===== src/rtl/midi_stream_merger.sv =====
// midi_stream_merger: merges NUM_SRC MIDI byte streams into one, never interleaving messages.
// Define MIDI_MERGE_RUNNING_STATUS_EN to re-insert stored running status before orphan data bytes.
module midi_stream_merger #(
    parameter int NUM_SRC = 2,
    parameter int FIFO_DEPTH = 16,
    localparam int SRC_W = NUM_SRC > 2 ? $clog2(NUM_SRC) : 1
) (
    input  logic                 data_clk,
    input  logic                 reset_n,
    input  logic [NUM_SRC-1:0]   src_valid,
    input  logic [8*NUM_SRC-1:0] src_data,
    output logic [NUM_SRC-1:0]   src_ready,
    output logic                 out_valid,
    output logic [7:0]           out_data,
    output logic [SRC_W-1:0]     out_src,
    output logic                 out_sop,
    input  logic                 out_ready,
    output logic [NUM_SRC-1:0]   overflow,
    input  logic                 clr_ovf,
    output logic                 drop,
    output logic                 busy
);
    localparam int AW = $clog2(FIFO_DEPTH);
    localparam int CW = AW + 1;

    typedef enum logic [1:0] {IDLE, MSG, SYSEX} state_t;

    state_t state, state_nx;
    logic [7:0] mem [NUM_SRC][FIFO_DEPTH];
    logic [AW-1:0] wr_ptr [NUM_SRC];
    logic [AW-1:0] rd_ptr [NUM_SRC];
    logic [CW-1:0] cnt [NUM_SRC];
    logic [CW-1:0] cnt_nx [NUM_SRC];
    logic [NUM_SRC-1:0] wr, rd, fifo_ne;
    logic [SRC_W-1:0] grant, grant_nx, ptr, ptr_nx, rr_sel, sel, sel_inc;
    logic rr_hit, avail, out_free, emit, pop_now, drop_now, emit_sop;
    logic [7:0] head, emit_data;
    logic [1:0] rem, rem_nx;
    int j;
`ifdef MIDI_MERGE_RUNNING_STATUS_EN
    logic [7:0] rs_byte [NUM_SRC];
    logic [NUM_SRC-1:0] rs_valid;
    logic rs_set, rs_clr;
`endif

    function automatic logic [1:0] ndata(input logic [7:0] b);
        return (b[7:4] == 4'hC || b[7:4] == 4'hD || b == 8'hF1 || b == 8'hF3) ? 2'd1 :
               (b[7:4] != 4'hF || b == 8'hF2) ? 2'd2 : 2'd0;
    endfunction

    assign busy     = state != IDLE;
    assign sel      = (state == IDLE) ? rr_sel : grant;
    assign avail    = (state == IDLE) ? rr_hit : fifo_ne[grant];
    assign sel_inc  = (sel == SRC_W'(NUM_SRC - 1)) ? '0 : sel + 1'b1;
    assign head     = mem[sel][rd_ptr[sel]];
    assign out_free = !out_valid || out_ready;

    always_comb begin
        for (int i = 0; i < NUM_SRC; i++) fifo_ne[i] = cnt[i] != '0;
    end

    always_comb begin
        for (int i = 0; i < NUM_SRC; i++) begin
            wr[i] = src_valid[i] && src_ready[i];
            rd[i] = (pop_now || drop_now) && sel == SRC_W'(i);
            cnt_nx[i] = cnt[i] + CW'(wr[i]) - CW'(rd[i]);
        end
    end

    // descending scan so the source right at ptr has the highest priority
    always_comb begin
        rr_sel = ptr;
        rr_hit = 1'b0;
        j = 0;
        for (int k = NUM_SRC - 1; k >= 0; k--) begin
            j = (int'(ptr) + k) % NUM_SRC;
            if (fifo_ne[SRC_W'(j)]) begin
                rr_hit = 1'b1;
                rr_sel = SRC_W'(j);
            end
        end
    end

    always_comb begin
        state_nx = state;
        rem_nx = rem;
        grant_nx = grant;
        ptr_nx = ptr;
        emit = 1'b0;
        pop_now = 1'b0;
        drop_now = 1'b0;
        emit_data = head;
        emit_sop = 1'b0;
`ifdef MIDI_MERGE_RUNNING_STATUS_EN
        rs_set = 1'b0;
        rs_clr = 1'b0;
`endif
        if (avail && state == IDLE && !head[7]) begin
`ifdef MIDI_MERGE_RUNNING_STATUS_EN
            if (rs_valid[sel]) begin
                if (out_free) begin
                    emit = 1'b1;
                    emit_data = rs_byte[sel];
                    emit_sop = 1'b1;
                    state_nx = MSG;
                    rem_nx = ndata(rs_byte[sel]);
                    grant_nx = sel;
                    ptr_nx = sel_inc;
                end
            end else begin
                drop_now = 1'b1;
                ptr_nx = sel_inc;
            end
`else
            drop_now = 1'b1;
            ptr_nx = sel_inc;
`endif
        end else if (avail && out_free) begin
            emit = 1'b1;
            pop_now = 1'b1;
            grant_nx = sel;
            ptr_nx = sel_inc;
            if (head >= 8'hF8) emit_sop = 1'b1;
            else if (state == SYSEX && head == 8'hF7) state_nx = IDLE;
            else if (head[7]) begin
                emit_sop = 1'b1;
                state_nx = (head == 8'hF0) ? SYSEX : (ndata(head) == 2'd0) ? IDLE : MSG;
                rem_nx = ndata(head);
`ifdef MIDI_MERGE_RUNNING_STATUS_EN
                rs_set = head < 8'hF0;
                rs_clr = head >= 8'hF0;
`endif
            end else if (state == MSG) begin
                rem_nx = rem - 2'd1;
                state_nx = (rem == 2'd1) ? IDLE : MSG;
            end
        end
    end

    always_ff @(posedge data_clk) begin
        for (int i = 0; i < NUM_SRC; i++)
            if (wr[i]) mem[i][wr_ptr[i]] <= src_data[8*i +: 8];
    end

    always_ff @(posedge data_clk or negedge reset_n) begin
        if (!reset_n) begin
            state <= IDLE;
            rem <= '0;
            grant <= '0;
            ptr <= '0;
            src_ready <= '0;
            overflow <= '0;
            out_valid <= 1'b0;
            out_data <= '0;
            out_src <= '0;
            out_sop <= 1'b0;
            drop <= 1'b0;
            for (int i = 0; i < NUM_SRC; i++) begin
                wr_ptr[i] <= '0;
                rd_ptr[i] <= '0;
                cnt[i] <= '0;
            end
        end else begin
            state <= state_nx;
            rem <= rem_nx;
            grant <= grant_nx;
            ptr <= ptr_nx;
            overflow <= (src_valid & ~src_ready) | (overflow & {NUM_SRC{!clr_ovf}});
            drop <= drop_now;
            if (out_free) out_valid <= emit;
            if (emit) begin
                out_data <= emit_data;
                out_src <= sel;
                out_sop <= emit_sop;
            end
            for (int i = 0; i < NUM_SRC; i++) begin
                if (wr[i]) wr_ptr[i] <= wr_ptr[i] + 1'b1;
                if (rd[i]) rd_ptr[i] <= rd_ptr[i] + 1'b1;
                cnt[i] <= cnt_nx[i];
                src_ready[i] <= cnt_nx[i] != CW'(FIFO_DEPTH);
            end
        end
    end

`ifdef MIDI_MERGE_RUNNING_STATUS_EN
    always_ff @(posedge data_clk or negedge reset_n) begin
        if (!reset_n) begin
            rs_valid <= '0;
            for (int i = 0; i < NUM_SRC; i++) rs_byte[i] <= '0;
        end else if (rs_set) begin
            rs_byte[sel] <= head;
            rs_valid[sel] <= 1'b1;
        end else if (rs_clr) rs_valid[sel] <= 1'b0;
    end
`endif
endmodule


===== config.mk =====
export PLATFORM = sky130hd
export DESIGN_NAME = midi_stream_merger
export DESIGN_NICKNAME = d
export VERILOG_FILES = /design/src/rtl/midi_stream_merger.sv
export SDC_FILE = /design/constraint.sdc
export NUM_CORES = 1
export LEC_CHECK = 0
export BUFFER_PORTS_ARGS = -buffer_cell sky130_fd_sc_hd__buf_2
export CORE_MARGIN = 5
export CORE_UTILIZATION = 45
export CTS_BUF_LIST = sky130_fd_sc_hd__clkbuf_4 sky130_fd_sc_hd__clkbuf_8 sky130_fd_sc_hd__clkbuf_16
export DETAILED_ROUTE_END_ITERATION = 12
export RECOVER_POWER = 100
export REMOVE_ABC_BUFFERS = 1
export SLEW_MARGIN = 10
export SYNTH_ARGS = -nofsm -noshare
export SYNTH_HDL_FRONTEND = slang
export SYNTH_SLANG_ARGS = --single-unit

===== constraint.sdc =====
create_clock -name data_clk -period 5.2 [get_ports data_clk]
set_clock_uncertainty 0.2 [all_clocks]
set_input_delay 0.26 -clock data_clk [delete_from_list [all_inputs] [get_ports data_clk]]
set_output_delay 0.26 -clock data_clk [all_outputs]
set_load 0.01 [all_outputs]

==> flow_summary.yaml <==
outcome:
  outcome: "complete, but fails checks"
  violations: "capacitance limit, slew limit"
clock_tree:
  clk_path_buf_depth: 3
  clk_latency_ns: 0.55
  cts_resized: 0
  cts_max_level: 1
  clk_pin_slew_ns: 0.06
  cts_tree: "done"
  cts_num_sinks: 303
  cts_buffers: 31
  root_buffer: "clkbuf_16"
cells_and_area:
  diodes: 0
  area_growth_syn_to_layout_pct: 13.84
  fillers: 2301
  multi_input_area_mm2: 0.003587
  nets: 871
  drive_gt1_share_pct: 19.34
  final-seq-area_mm2: 0.008866
  final_util_pct: 52.28
  layout.cells.non_filler: 1226
logic_synthesis:
  yosysMostFrequentCell: "edfxtp_1"
  yosysTopAreaCellShare_pct: 59.93
  ys_types: 75
  synthesis.area_mm2: 0.01283
  ys.flop_type: "edfxtp_1"
  synth-edff-count: 256
  yosysTopAreaCell: "edfxtp_1"
  synth_common_cells: "edfxtp_1, dfrtp_1, mux4_2"
  syn_area_per_cell_um2: 17.19
  ys_warn_count: 0
  synth-seq-cells: 303
  synthArstFlopShare_pct: 15.51
  synthCells: 746
  synth_seq_area_share_pct: 69.10
  synthTopCellsByArea: "edfxtp_1, dfrtp_1, mux4_2"
drt:
  drt_iter0_drc: 782
  post_drt_wl_per_cell_um: 23.34
  drtPass1Iterations: 5
  antenna_left: 0
  num_vias: 6904
  routed_wl_um: 28620
  viasPerCell: 5.631
  post-route-drc-count: 0
timing:
  rsz0062_at_grt: "no"
  hold_viol: 0
  min_period_ns: 4.801
  final-setup-viol-count: 0
  worstMarginPinSlew_ns: 2.564
  relSlewSlack_pct: -70.94
  fin_tns_setup_ns: 0
  maxSlewViolCount: 48
  fmax_mhz: 208.3
  fin_crit_sh_pct: 92.32
worst_setup_path:
  critical_path.top_delay_family: "compound AO/OA/AOI/OAI gates"
  r2r_cells: 18
  path_cells: "o21a_1, buf_4, o21ai_1, nand2_4, a211oi_1, o31a_1, and3b_1, nor2b_1, nor2_1, ha_1, inv_1, ha_1, fa_1, a21oi_1, nor2_1, nor2_1, xnor2_1, nand3b_1"
  critPathCaptureType: "flop"
  regToRegStartpoint: "state[1]$_DFFE_PN0P_"
  worst-r2r-setup-slack_ns: 0.40
  r2r_end: "src_ready[1]$_DFF_PN0_"
  worstSetupStartpointType: "flop"
  crit_type: "flop to flop"
  worstSetupStartpoint: "state[1]$_DFFE_PN0P_"
  slowest_stage: "o21ai_1"
  crit_arrival_ns: 5.01
  cpPeakStageDelay_ns: 0.56
  path_depth: 18
  crit_buf_inv: 2
  cp_max_fo: 15
  required_ns: 5.41
  crit_end: "src_ready[1]$_DFF_PN0_"
  cpMostUsedCell: "nor2_1"
floorplanning:
  die-area_mm2: 0.03198
  boundaryPins: 39
  start_util_pct: 45.92
  fp.dieH_um: 178.8
  core-area_mm2: 0.02793
  fp.dieW_um: 178.8
  rows: 61
grt:
  grt_max_degree: 48
  grtUsageTotal_pct: 18.05
  overflow: 0
  grt_pass1_wl_um: 43360
  antenna_found_initial: 0
  grt_pass1_vias: 7157
place:
  portBuffers: 38
  dpl.cell_count: 1147
  dp_hpwl_um: 19860
  gp_congestion: 0.9361
job:
  drv_cap: 1
power:
  p_per_area_mw_per_mm2: 639.8
  power_leakage_uw: 0.005055
  total_power_uw: 9344
  ir_worst_vdd_mv: 0.3165
min_path:
  hold_path_class: "flop to flop"
## cells by family (layout without fill, tap and decap cells)
kind of cell | Yosys count | after routing | synth area share, %
compound gates | 96 | 96 | 5.404
buf+inv | 55 | 157 | 2.770
fa+ha+maj | 25 | 25 | 2.556
flops | 303 | 303 | 69.10
simple gates | 153 | 153 | 6.828
xor+xnor | 20 | 20 | 1.366
mux | 94 | 94 | 11.98
## metrics by stage
| step | worst slack, ns | hold WS, ns | area, µm² |
|---|---|---|---|
| after CTS | 0.4931 | 0.1555 | 14670 |
| after global placement | 0.7050 | 0.1847 | 13350 |
| after global routing | 0.06529 | 0.3334 | 14600 |
| after detailed placement | 0.5252 | 0.1991 | 13350 |
| final | 0.3993 | 0.3008 | 14600 |
| after floorplan | 0.2148 | -0.2356 | 12560 |
## cell usage in the layout, fill, tap and decap left out, types with 21 or more instances in the layout
cell           instances
a21oi_1               21
and2_0                24
clkbuf_1              35
clkbuf_16             31
dfrtp_1               45
dlygate4sd3_1         22
edfxtp_1             256
ha_1                  23
inv_1                 24
mux2_2                27
mux4_2                43
nand2_1               27
nor2_1                21
## how the worst min path moves through the flow
stage                                from                      end  depth (start not counted)
after floorplan                   reset_n         cnt[0]$_DFF_PN0_                          0
after global placement            reset_n    wr_ptr[0]$_DFFE_PN0P_                          2
after detailed placement          reset_n    wr_ptr[2]$_DFFE_PN0P_                          2
after CTS                         reset_n  out_data[2]$_DFFE_PN0P_                          3
after global routing      ptr$_DFFE_PN0P_          ptr$_DFFE_PN0P_                          1
final                     ptr$_DFFE_PN0P_          ptr$_DFFE_PN0P_                          1
## sequential cells by signal, indices dropped and copies added (netlist names)
| register | count |
|---|---|
| ptr | 1 |
| state | 2 |
| cnt | 10 |
| drop | 1 |
| src_ready | 2 |
| rd_ptr | 8 |
| wr_ptr | 8 |
| out_valid | 1 |
| overflow | 2 |
| out_src | 1 |
| mem | 256 |
| rem | 2 |
| out_data | 8 |
| out_sop | 1 |
## power breakdown
part | switching, µW | total [µW] | leakage, µW | internal [µW]
Combinational | 2200 | 3680 | 0.00166 | 1480
Clock | 917 | 2340 | 0.000533 | 1430
Sequential | 279 | 3320 | 0.00286 | 3040
## what timing repair did
action                                 in CTS  in global routing
hold buffers                               22                  0
buffers inserted                            0                  0
endpoints found under the hold margin     310                  0
## routing by layer
layer / part of all wire (%) / vias up / global-route usage, % / routed length, µm
met1: 44 / 3540 / 25.41 / 12630
met2: 48 / 214 / 29.44 / 13670
met4: 3.3 / 0 / 5.500 / 953
li1: - / 3086 / - / -
met5: 0 / - / 0 / 0
met3: 4.8 / 64 / 2.552 / 1360
## area by class of cell
type                       count  area share [%]
sequential                   303           60.71
multi-input combinational    388           24.57
clock buffer                  34           5.552
timing repair buffer          76           3.299
tap                          378           3.239
clock inverter                23           2.014
inverter                      24          0.6169
Note: power is estimated with default switching activity, not from simulation.
